<file path="config.mk">
export PLATFORM = sky130hd
export DESIGN_NAME = load_store_unit
export DESIGN_NICKNAME = d
export VERILOG_FILES = /design/src/rtl/load_store_unit.sv
export SDC_FILE = /design/constraint.sdc
export NUM_CORES = 1
export LEC_CHECK = 0
export ABC_AREA = 1
export BUFFER_PORTS_ARGS = -buffer_cell sky130_fd_sc_hd__clkbuf_2
export CAP_MARGIN = 20
export CELL_PAD_IN_SITES_DETAIL_PLACEMENT = 2
export CELL_PAD_IN_SITES_GLOBAL_PLACEMENT = 2
export CORE_MARGIN = 2
export CORE_UTILIZATION = 30
export CTS_CLUSTER_SIZE = 30
export DETAILED_ROUTE_END_ITERATION = 8
export HOLD_SLACK_MARGIN = 0.05
export PLACE_DENSITY = 0.8
export SLEW_MARGIN = 5
export SYNTH_ARGS = -nofsm -noshare
export SYNTH_HDL_FRONTEND = slang
export SYNTH_SLANG_ARGS = --single-unit
</file>
<file path="constraint.sdc">
create_clock -name clk -period 2.1 [get_ports clk]
set_input_delay 0 -clock clk [delete_from_list [all_inputs] [get_ports clk]]
set_output_delay 0 -clock clk [all_outputs]
set_load 0.01 [all_outputs]
</file>
<file path="src/rtl/load_store_unit.sv">
// Load/store sequencer between the CPU control path and the 16x8 data memory.
// One request in flight: reads complete after a fixed latency, writes complete on a done-line toggle.
module load_store_unit #(
   parameter int unsigned RD_LAT  = 2,
   parameter int unsigned TIMEOUT = 8
) (
   input  logic       clk,
   input  logic       rst,
   input  logic       req,
   input  logic       we,
   input  logic [3:0] addr,
   input  logic [7:0] wdata,
   output logic       busy,
   output logic       ack,
   output logic [7:0] rdata,
   output logic       err,
   output logic [3:0] mem_addr,
   output logic       mem_r,
   output logic       mem_w,
   output logic [7:0] mem_wdata,
   input  logic [7:0] mem_rdata,
   input  logic       mem_done
);

   typedef enum logic [1:0] {
      IDLE    = 2'd0,
      WR_WAIT = 2'd1,
      RD_WAIT = 2'd2,
      RESP    = 2'd3
   } state_t;

   localparam logic [7:0] RD_LAST = 8'(RD_LAT - 1);
   localparam logic [7:0] TO_LAST = 8'(TIMEOUT - 1);

   state_t     state_r, state_s;
   logic [7:0] cnt_r, cnt_s;
   logic       done_ref_r, done_ref_s;
   logic       busy_s, ack_s, err_s, mem_r_s, mem_w_s;
   logic [7:0] rdata_s, mem_wdata_s;
   logic [3:0] mem_addr_s;

   // Next-state and next-output computation; every output is then registered.
   always_comb begin
      state_s     = state_r;
      cnt_s       = cnt_r;
      done_ref_s  = done_ref_r;
      err_s       = err;
      rdata_s     = rdata;
      mem_addr_s  = mem_addr;
      mem_wdata_s = mem_wdata;
      mem_r_s     = mem_r;
      mem_w_s     = mem_w;
      case (state_r)
         IDLE: begin
            if (req) begin
               mem_addr_s  = addr;
               mem_wdata_s = wdata;
               done_ref_s  = mem_done;
               cnt_s       = 8'd0;
               err_s       = 1'b0;
               if (we) begin
                  mem_w_s = 1'b1;
                  state_s = WR_WAIT;
               end else begin
                  mem_r_s = 1'b1;
                  state_s = RD_WAIT;
               end
            end else begin
               state_s = IDLE;
            end
         end
         // A toggle seen on the timeout edge still counts as success.
         WR_WAIT: begin
            if (mem_done != done_ref_r) begin
               mem_w_s = 1'b0;
               state_s = RESP;
            end else if (cnt_r == TO_LAST) begin
               mem_w_s = 1'b0;
               err_s   = 1'b1;
               state_s = RESP;
            end else begin
               cnt_s = cnt_r + 8'd1;
            end
         end
         RD_WAIT: begin
            if (cnt_r == RD_LAST) begin
               rdata_s = mem_rdata;
               mem_r_s = 1'b0;
               state_s = RESP;
            end else begin
               cnt_s = cnt_r + 8'd1;
            end
         end
         RESP: begin
            state_s = IDLE;
         end
         default: begin
            state_s = IDLE;
            mem_r_s = 1'b0;
            mem_w_s = 1'b0;
         end
      endcase
      busy_s = (state_s != IDLE);
      ack_s  = (state_s == RESP);
   end

   // State, counter and output registers with synchronous reset.
   always_ff @(posedge clk) begin
      if (rst) begin
         state_r    <= IDLE;
         cnt_r      <= 8'd0;
         done_ref_r <= 1'b0;
         busy       <= 1'b0;
         ack        <= 1'b0;
         err        <= 1'b0;
         rdata      <= 8'h00;
         mem_addr   <= 4'd0;
         mem_wdata  <= 8'h00;
         mem_r      <= 1'b0;
         mem_w      <= 1'b0;
      end else begin
         state_r    <= state_s;
         cnt_r      <= cnt_s;
         done_ref_r <= done_ref_s;
         busy       <= busy_s;
         ack        <= ack_s;
         err        <= err_s;
         rdata      <= rdata_s;
         mem_addr   <= mem_addr_s;
         mem_wdata  <= mem_wdata_s;
         mem_r      <= mem_r_s;
         mem_w      <= mem_w_s;
      end
   end

endmodule

</file>
# After elaboration in Yosys (flattened, before gate mapping)

Index checks and enable logic that the tools add are counted.

Bits in registers: 36
Input bits: 25
Output and inout port bits: 25
Word-level logic and storage cells: 63

Add/sub/neg operators: 1
Equal/unequal tests: 16
Mux-type cells: 24
Reduce and logical (&&, ||, !) cells: 11

Operator list:

| cell                | count |
|---|---|
| $mux 8              | 4 |
| $pmux 8 s3          | 1 |
| $ne 2x2->1 const B  | 8 |
| $reduce_and 4->1    | 3 |
| $mux 1              | 10 |
| $mux 2              | 5 |
| $add 8x1->8 const B | 1 |
| $eq 8x1->1 const B  | 1 |
| $eq 8x3->1 const B  | 1 |
| $pmux 2 s4          | 1 |
| $eq 2x2->1 const B  | 3 |
| $pmux 1 s2          | 3 |
| $reduce_bool 2->1   | 3 |
| $reduce_and 5->1    | 1 |
| $reduce_and 2->1    | 2 |
| $ne 3x3->1 const B  | 1 |
| $reduce_bool 3->1   | 1 |
| $eq 2x1->1 const B  | 1 |
| $logic_not 2->1     | 1 |
| $ne 1x1->1          | 1 |

# Depth between registers and ports, before layout

Gate-level depths: netlist of run 1.

Word-level depth: 5
Gate-level depth with buffers: 12
Depth with buffers taken out: 12

# Worst setup path after synthesis of run 1

OpenSTA, ideal clock, no wires.

Kind: register to register
Start: register state_r[0]
End: register busy
Setup time: 0.115 ns
Arrival: 1.289 ns
Slack: 0.695 ns
Stages on the path, launching flop included: 12
Period minus slack after synthesis: 1.405 ns
Cell sequence: dfxtp_1 -> inv_1 -> ha_1 -> nand2_1 -> inv_1 -> nand2_2 -> nor2_8 -> buf_6 -> a21oi_2 -> nor2_4 -> inv_2 -> nand2_1

Longest elaborated chain between the ends: 4

Ends and longest elaborated chain:

| what                     | line | RTL |
|---|---|---|
| start: declaration       | 35   | `state_t state_r, state_s;` |
| start signal: assignment | 122  | `state_r <= state_s;` |
| $mux 2                   | 77   | `end else if (cnt_r == TO_LAST) begin` |
| $mux 2                   | 74   | `if (mem_done != done_ref_r) begin` |
| $pmux 2 s4 (*)           | 53   | `case (state_r)` |
| $reduce_bool 2->1 (*)    | 103  | `busy_s = (state_s != IDLE);` |
| end signal: assignment   | 125  | `busy <= busy_s;` |
| end: declaration         | 13   | `output logic busy,` |

Every way passes the cells marked *; elsewhere a longest branch is shown, timed or not.
A chain may end at the register's enable or synchronous reset.

# Final worst setup path of run 1

Start: register state_r[0]
End: register cnt_r[1]

Longest elaborated chain between the ends: 3

Ends and longest elaborated chain:

| what                                                             | line | RTL |
|---|---|---|
| $eq 2x2->1, or another cell as far along                         | 53   |  |
| $ne 2x2->1 (no line) / $reduce_bool 3->1 (equally long branches) | -    |  |
| $reduce_and 5->1 (no line)                                       | -    |  |
| end signal: assignment                                           | 123  | `cnt_r <= cnt_s;` |
| end: declaration                                                 | 36   | `logic [7:0] cnt_r, cnt_s;` |

Parallel ways exist; a longest one is shown, timed or not.

==> metrics.csv, run 1 <==
stage,metric,value,unit
outcome,outcome,"complete, no violations",
cts,h-tree-depth,2,
worst_setup_path,cp-start-kind,register,
run,cap_violations,0,
routing,vias,1817,
timing,timing.fmax,0.576,GHz
yosys,synth_fa_ha_area_frac,0.0425,
worst_setup_path,cp.required,2.28,ns
power_and_ir_drop,switching_share,0.304,
global_route,antenna_found_initial,0,
global_route,grt_pass1_wl,10200,um
yosys,synth_top_family_by_area,simple AND/OR/NAND/NOR gates,
timing,finalCriticalPeriod,1.74,ns
place,port_buffers,49,
worst_setup_path,crit_arrival,1.92,ns
power_and_ir_drop,p_total,1530,uW
routing,routed_wl,6250,um
worst_setup_path,cp_slowest_cell,dfxtp_1,
global_route,grt_max_degree,24,
timing,hold_slack,0.0468,ns
power_and_ir_drop,powerDensity,651,nW/um^2
yosys,syn_area,1770,sq um
floorplan,rows,27,
worst_setup_path,crit_path_end_kind,register,
yosys,synth-xor-area-share,0.00495,
global_route,grt_most_used_layer,met2,
cts,clk_latency,0.29,ns
finish,antennaDiodeCount,0,
power_and_ir_drop,clockPowerShare,0.317,
yosys,synthDistinctLibCells,27,
routing,ant_nets,0,
routing,wire_per_inst,16.1,um
place,dpl.cell_count,362,
yosys,ys_ff_latch,36,
cts,numCtsBuffers,5,
timing,relSlewSlack,0.598,
worst_setup_path,crit_path_frequent_cell,nand2_1,
power_and_ir_drop,pwr-share-comb,0.193,
yosys,synth-compound-area-share,0.140,
finish,final_cells,389,
timing,tns,0,ns
floorplan,die_w,80.8,um
timing,worst_pin_slew,0.602,ns
floorplan,die_area,6520,sq um
place,gp_congestion,0.730,
power_and_ir_drop,power.switching,465,uW
yosys,synthCells,247,
global_route,use_met2,0.364,
timing,rsz0062_at_grt,false,
floorplan,core_area,5610,sq um
yosys,synth_nets,278,
cts,cts_tree,done,
timing,finalCritPeriodShare,0.827,
worst_hold_path,hold_path_class,input pin to register,
yosys,postSynthAreaPerCell,7.16,sq um
global_route,grtUsageMet3,0.0344,
timing,skew,0.00907,ns
global_route,overflow,0,
routing,vias_per_cell,4.67,
routing,drt_first_pass_iters,4,
worst_setup_path,crit_path_max_incr_delay,0.39,ns
yosys,ys_warn_count,0,
worst_setup_path,path_max_fanout,12,
yosys,synth-simple-area-share,0.322,
finish,drive_gt1_frac,0.249,
floorplan,pin_count,50,
routing,drt_iter0_markers,56,
global_route,grt_util_all_layers,0.207,
global_route,grt_pass1_vias,1979,
timing,final_hold_viol_count,0,
finish,fin_nets,348,
power_and_ir_drop,power_frac_seq,0.489,
power_and_ir_drop,p_leak,0.00109,uW
worst_setup_path,cp_cell_sequence,inv_1 -> ha_1 -> nand2_1 -> inv_1 -> nand2_2 -> nor2_8 -> inv_4 -> nand2_1 -> nor2_2 -> nand2_1 -> nand2_1 -> nor2_1,
floorplan,start_util,0.315,
yosys,yosysSeqAreaShare,0.408,
cts,clkTransAtPathRegs,0.07,ns
finish,stdcell_area,2350,sq um
place,dp_hpwl,3970,um
cts,root_buffer,clkbuf_8,
worst_setup_path,path_class,register to register,
cts,postCtsSetupRepairBufs,0,
power_and_ir_drop,power.internal,1070,uW
power_and_ir_drop,ir_drop,0.430,mV
cts,cts_sinks,36,
cts,cts_buffer_depth,2,
timing,maxSlewViolCount,0,
place,placed_area,2070,sq um
floorplan,die_h,80.8,um
yosys,synthMuxAreaShare,0,
routing,route.detailed.drc,0,
timing,final-setup-viol-count,0,
global_route,met1_usage,0.259,
finish,syn2layout_area_growth,32.9,%
[path summary, 6_finish.rpt]
path	from	cells after the start	end	slack (ns)
setup reg to reg	state_r[0]$_SDFF_PP0_	12	cnt_r[1]$_SDFFE_PP0P_	0.36
hold / removal	addr[0]	3	mem_addr[0]$_SDFFE_PP0P_	0.05
hold reg to reg	mem_w$_SDFFE_PP0P_	2	mem_w$_SDFFE_PP0P_	0.50
setup / recovery	state_r[0]$_SDFF_PP0_	12	cnt_r[1]$_SDFFE_PP0P_	0.36
[area by class of cell]
cell class | instances | area, sq um
Clock buffer | 6 | 72.6
Fill cell | 696 | 3260
Multi-Input combinational cell | 177 | 901
Inverter | 26 | 100
Timing Repair Buffer | 71 | 460
Sequential cell | 36 | 721
Clock inverter | 1 | 5.00
Tap cell | 72 | 90.1
[cell usage in the layout, fill, tap and decap left out, drive strengths merged, types with 2 or more instances in the layout]
| master | count |
|---|---|
| a21oi | 16 |
| buf | 2 |
| clkbuf | 55 |
| dfxtp | 36 |
| dlygate4sd3 | 20 |
| ha | 6 |
| inv | 26 |
| nand2 | 46 |
| nand3 | 12 |
| nor2 | 64 |
| o21ai | 29 |
[registers in the layout, summed over array words and instances (netlist names)]
register and count:
done_ref_r 1, state_r 2, mem_addr 4, mem_wdata 8
rdata 8, mem_r 1, busy 1, cnt_r 8
err 1, ack 1, mem_w 1
[kinds of logic (layout without fill, tap and decap cells)]
kind of cell	count (synthesis)	after routing
AO/OA/AOI/OAI	45	45
flip-flops	36	36
buffers and inverters	34	104
XOR/XNOR	1	1
adder cells (fa/ha/maj)	6	6
AND/OR/NAND/NOR	125	125
[stage by stage]
step	worst slack, ns	utilization
after floorplan	0.695	-
after global placement	0.459	0.369
after detailed placement	0.412	0.369
after CTS	0.393	0.419
after global routing	0.197	0.419
final	0.363	0.419
[power groups by stage]
stage | clock network, uW | registers (uW) | logic [uW]
finish | 485 | 749 | 296
global route | 531 | 753 | 332
CTS | 493 | 748 | 289
detailed placement | 0 | 763 | 255
global placement | 0 | 761 | 247
floorplan | 0 | 774 | 136
[worst max-delay path, delay by kind of cell (launching register included)]
kind / cells / cell delay (ns)
DFF: 1 / 0.39
adders and majority gates: 1 / 0.26
buffers and inverters: 3 / 0.26
and+or+nand+nor: 8 / 0.70
[repair_timing]
action	4_1_cts	5_1_grt
endpoints found under the hold margin	20	0
hold buffers	20	0
resized for setup	0	0
[per-layer routing]
metal,part of all wire,vias to the layer above
li1,-,910
met1,0.44,873
met2,0.52,29
met3,0.024,5
met4,0.012,0
met5,0,-
[cells in the mapped netlist]
| library cell | n | share of area |
|---|---|---|
| nor2_1 | 55 | 0.12 |
| nand2_1 | 43 | 0.091 |
| dfxtp_1 | 36 | 0.41 |
| o21ai_0 | 29 | 0.082 |
| inv_1 | 22 | 0.047 |
| a21oi_1 | 12 | 0.034 |
| nand3_1 | 10 | 0.028 |
| ha_1 | 6 | 0.042 |
| nor2_2 | 6 | 0.021 |
| clkbuf_1 | 4 | 0.0085 |
| a21oi_2 | 3 | 0.015 |
| inv_2 | 3 | 0.0064 |
| buf_4 | 2 | 0.0085 |
| nand2_2 | 2 | 0.0071 |
| nor2_4 | 2 | 0.013 |
| a21oi_4 | 1 | 0.0092 |
| buf_2 | 1 | 0.0028 |
| buf_6 | 1 | 0.0064 |
| inv_4 | 1 | 0.0035 |
| nand2_4 | 1 | 0.0064 |
| nand3_2 | 1 | 0.0057 |
| nand3_4 | 1 | 0.0099 |
| nand3b_1 | 1 | 0.0042 |
| nand4_1 | 1 | 0.0035 |
| nor2_8 | 1 | 0.011 |
| or2_1 | 1 | 0.0035 |
| xnor2_1 | 1 | 0.0050 |
No activity file was read; power rests on OpenSTA's default activity.
==> run 2, diff against run 1 <==
--- a/config.mk
+++ b/config.mk
@@ -5,17 +5,17 @@
 export SDC_FILE = /design/constraint.sdc
 export NUM_CORES = 1
 export LEC_CHECK = 0
-export ABC_AREA = 1
+export ABC_AREA = 0
 export BUFFER_PORTS_ARGS = -buffer_cell sky130_fd_sc_hd__clkbuf_2
 export CAP_MARGIN = 20
 export CELL_PAD_IN_SITES_DETAIL_PLACEMENT = 2
 export CELL_PAD_IN_SITES_GLOBAL_PLACEMENT = 2
 export CORE_MARGIN = 2
-export CORE_UTILIZATION = 30
+export CORE_UTILIZATION = 29
 export CTS_CLUSTER_SIZE = 30
 export DETAILED_ROUTE_END_ITERATION = 8
 export HOLD_SLACK_MARGIN = 0.05
-export PLACE_DENSITY = 0.8
+export PLACE_DENSITY = 0.75
 export SLEW_MARGIN = 5
 export SYNTH_ARGS = -nofsm -noshare
 export SYNTH_HDL_FRONTEND = slang
==> constraint.sdc (replaced) <==
create_clock -name clk -period 1.7 [get_ports clk]
set_input_delay 0 -clock clk [delete_from_list [all_inputs] [get_ports clk]]
set_output_delay 0 -clock clk [all_outputs]
set_load 0.01 [all_outputs]
==> run 2 against run 1 <==
  * The flow now finishes with violations (setup timing)
  * Non-clock buffer count is 23 higher
  * Synthesized area is 7.8% lower
  * Core utilization is 5.2 points higher
  * Final area is 9.7% higher
  * Fmax is 3.6% lower
  * Sequential power is 21% higher
  * Synthesized cell count is 23% lower
  * Power is 36% higher
  * Largest power group unchanged
==> metrics.csv, run 2 <==
stage,metric,value,unit,change
outcome,outcome,"finished, violations left",,
outcome,violations,setup timing,,
power_and_ir_drop,p_total,2080,uW,+36%
routing,wire_per_inst,18.6,um,+16%
yosys,ys_warn_count,0,,unchanged
floorplan,start_util,0.298,,-0.0174
yosys,yosysMostFrequentCell,dfxtp_1,,
power_and_ir_drop,p_leak,0.00107,uW,-1.1%
timing,worst_pin_slew,0.421,ns,-0.180 ns
place,dp_hpwl,3740,um,-5.7%
cts,cts_buffer_depth,2,,unchanged
timing,rsz0062_at_grt,true,,
worst_setup_path,path_max_fanout,5,,-7
yosys,synth.largest_area_cell,dfxtp_1,,
yosys,synth_nets,221,,-21%
timing,maxSlewViolCount,0,,unchanged
worst_setup_path,cp.required,1.91,ns,-0.37 ns
worst_setup_path,path_class,register to register,,
cts,cts_tree,done,,
yosys,synthDistinctLibCells,43,,+59%
finish,final_common_cell,clkbuf_2,,
worst_setup_path,crit_path_max_incr_delay,0.56,ns,+0.17 ns
floorplan,die_h,79.0,um,-2.2%
floorplan,die_w,79.0,um,-2.2%
worst_setup_path,cp_slowest_cell,or4_4,,
yosys,syn_area,1630,sq um,-7.8%
global_route,grt_pass1_wl,9780,um,-4.0%
place,gp_congestion,0.724,,-0.73%
routing,ant_nets,0,,unchanged
yosys,synth_top_cells_by_count,"dfxtp_1, nand2_1, a21oi_1, nor2_1, mux2i_1",,
finish,reg.largest.list,"cnt_r: 8 flops, mem_wdata: 8 flops, rdata: 8 flops",,
floorplan,pin_count,50,,unchanged
yosys,synth-edff-count,0,,unchanged
global_route,grt_pass1_vias,1949,,-1.5%
finish,final_util,0.471,,+0.0522
yosys,postSynthAreaPerCell,8.58,sq um,+20%
timing,relSlewSlack,0.715,,+0.117
worst_setup_path,crit_arrival,2.01,ns,+0.09 ns
routing,vias,1799,,-0.99%
cts,numCtsBuffers,5,,unchanged
global_route,antenna_found_initial,0,,unchanged
cts,h-tree-depth,2,,unchanged
yosys,ys_ff_latch,36,,unchanged
timing,finalCritPeriodShare,1.06,,+0.233
routing,drt_first_pass_iters,4,,unchanged
finish,drive_gt1_frac,0.381,,+0.132
routing,routed_wl,6560,um,+5.0%
finish,fin_nets,311,,-11%
yosys,synthCells,190,,-23%
cts,root_buffer,clkbuf_8,,
yosys,yosys.area.top_type_share,0.442,,+0.0344
routing,route.detailed.drc,0,,unchanged
timing,finalCriticalPeriod,1.80,ns,+0.0651 ns
floorplan,rows,27,,unchanged
cts,clkTransAtPathRegs,0.08,ns,about the same
yosys,yosysSeqAreaShare,0.442,,+0.0344
cts,clk_latency,0.30,ns,about the same
timing,tns,-0.774,ns,-0.774 ns
timing,hold_slack,0.0976,ns,+0.0509 ns
power_and_ir_drop,ir_drop,0.417,mV,-3.0%
routing,drt_iter0_markers,79,,+41%
worst_setup_path,cp-start-kind,register,,
place,place_ws,-0.147,ns,-0.559 ns
yosys,ys_async_sr_fraction,0,,unchanged
global_route,grt_max_degree,27,,+13%
timing,skew,0.00587,ns,-0.00320 ns
yosys,yosys_most_used_dff,dfxtp_1,,
yosys,ys_top_cells_by_area,"dfxtp_1, nand2_1, a21oi_1, mux2i_1, ha_1",,
power_and_ir_drop,powerDensity,807,nW/um^2,+24%
cts,cts_sinks,36,,unchanged
timing,timing.fmax,0.555,GHz,-3.6%
finish,syn2layout_area_growth,58.2,%,
global_route,grt_util_all_layers,0.205,,-0.00144
floorplan,core_area,5470,sq um,-2.4%
routing,vias_per_cell,5.10,,+9.1%
global_route,overflow,0,,unchanged
place,port_buffers,49,,unchanged
finish,antennaDiodeCount,0,,unchanged
floorplan,die_area,6240,sq um,-4.4%
finish,final_cell_mix,"clkbuf_2, nand2_1, dfxtp_1, dlygate4sd3_1, a21oi_1",,
worst_setup_path,cp_cell_sequence,or4_4 -> buf_6 -> a211o_4 -> a311o_1 -> o41ai_2,,
run,cap_violations,0,,unchanged
timing,setup_ws,-0.102,ns,-0.465 ns
worst_setup_path,crit_path_end_kind,register,,
worst_hold_path,hold_path_class,input pin to register,,
timing,final_hold_viol_count,0,,unchanged
timing,final-setup-viol-count,13,,+13
run 2: per-layer routing:
layer	share of wire	wire, um	track usage
met3	0.040	263	0.0330
met1	0.39	2530	0.215
met2	0.55	3590	0.386
met5	0	0	0
met4	0.027	180	0.114
run 2: critical path, delay by kind of cell (launching register included):
kind / cells / cell delay [ns]
AO/OA/AOI/OAI: 3 / 0.65
buffers and inverters: 1 / 0.16
AND/OR/NAND/NOR: 1 / 0.56
flip-flops: 1 / 0.33
run 2: cell type report:
type,count,area (sq um)
fillers,622,2890
multi-input cells,135,941
flip-flops and latches,36,731
repair buffers,94,679
well taps,72,90.1
clock buffers,6,72.6
clock inverters,2,35.0
inverters,8,30.0
run 2: cell families (layout without fill, tap and decap cells):
family                   after synthesis  count (layout)  synth area share
AND/OR/NAND/NOR                       73              73             0.217
multiplexers                           9               9            0.0553
adder cells (fa/ha/maj)                6               6            0.0460
buffers and inverters                 19             110            0.0468
XOR/XNOR                               2               2            0.0107
AO/OA/AOI/OAI                         45              45             0.182
flip-flops                            36              36             0.442
run 2: report_power, final:
| group | internal, uW | switching, uW | total (uW) | leakage, uW |
|---|---|---|---|---|
| Clock | 436 | 331 | 767 | 0.0000552 |
| Sequential | 881 | 24.4 | 906 | 0.000296 |
| Combinational | 187 | 221 | 408 | 0.000723 |
run 2: path summary, 6_finish.rpt:
check                                start                        to  slack, ns  cells past startpoint
setup / recovery     cnt_r[5]$_SDFFE_PP0P_     cnt_r[4]$_SDFFE_PP0P_      -0.10                      5
hold / removal                          we        mem_r$_SDFFE_PP0P_        0.1                      3
setup reg to reg     cnt_r[5]$_SDFFE_PP0P_     cnt_r[4]$_SDFFE_PP0P_      -0.10                      5
hold reg to reg   mem_addr[3]$_SDFFE_PP0P_  mem_addr[3]$_SDFFE_PP0P_       0.46                      2
run 2: what timing repair did:
item / CTS / global route
buffers inserted: 0 / 3
endpoints found under the setup margin: 21 / 25
resized for setup: 11 / 25
pin swaps: 6 / 12
hold buffers: 21 / 0
endpoints found under the hold margin: 21 / 0
run 2: through the flow:
| stage | cells | area, sq um |
|---|---|---|
| floorplan | 190 | 1640 |
| global placement | 321 | 2100 |
| detailed placement | 321 | 2100 |
| CTS | 350 | 2460 |
| global route | 353 | 2580 |
| finish | 353 | 2580 |
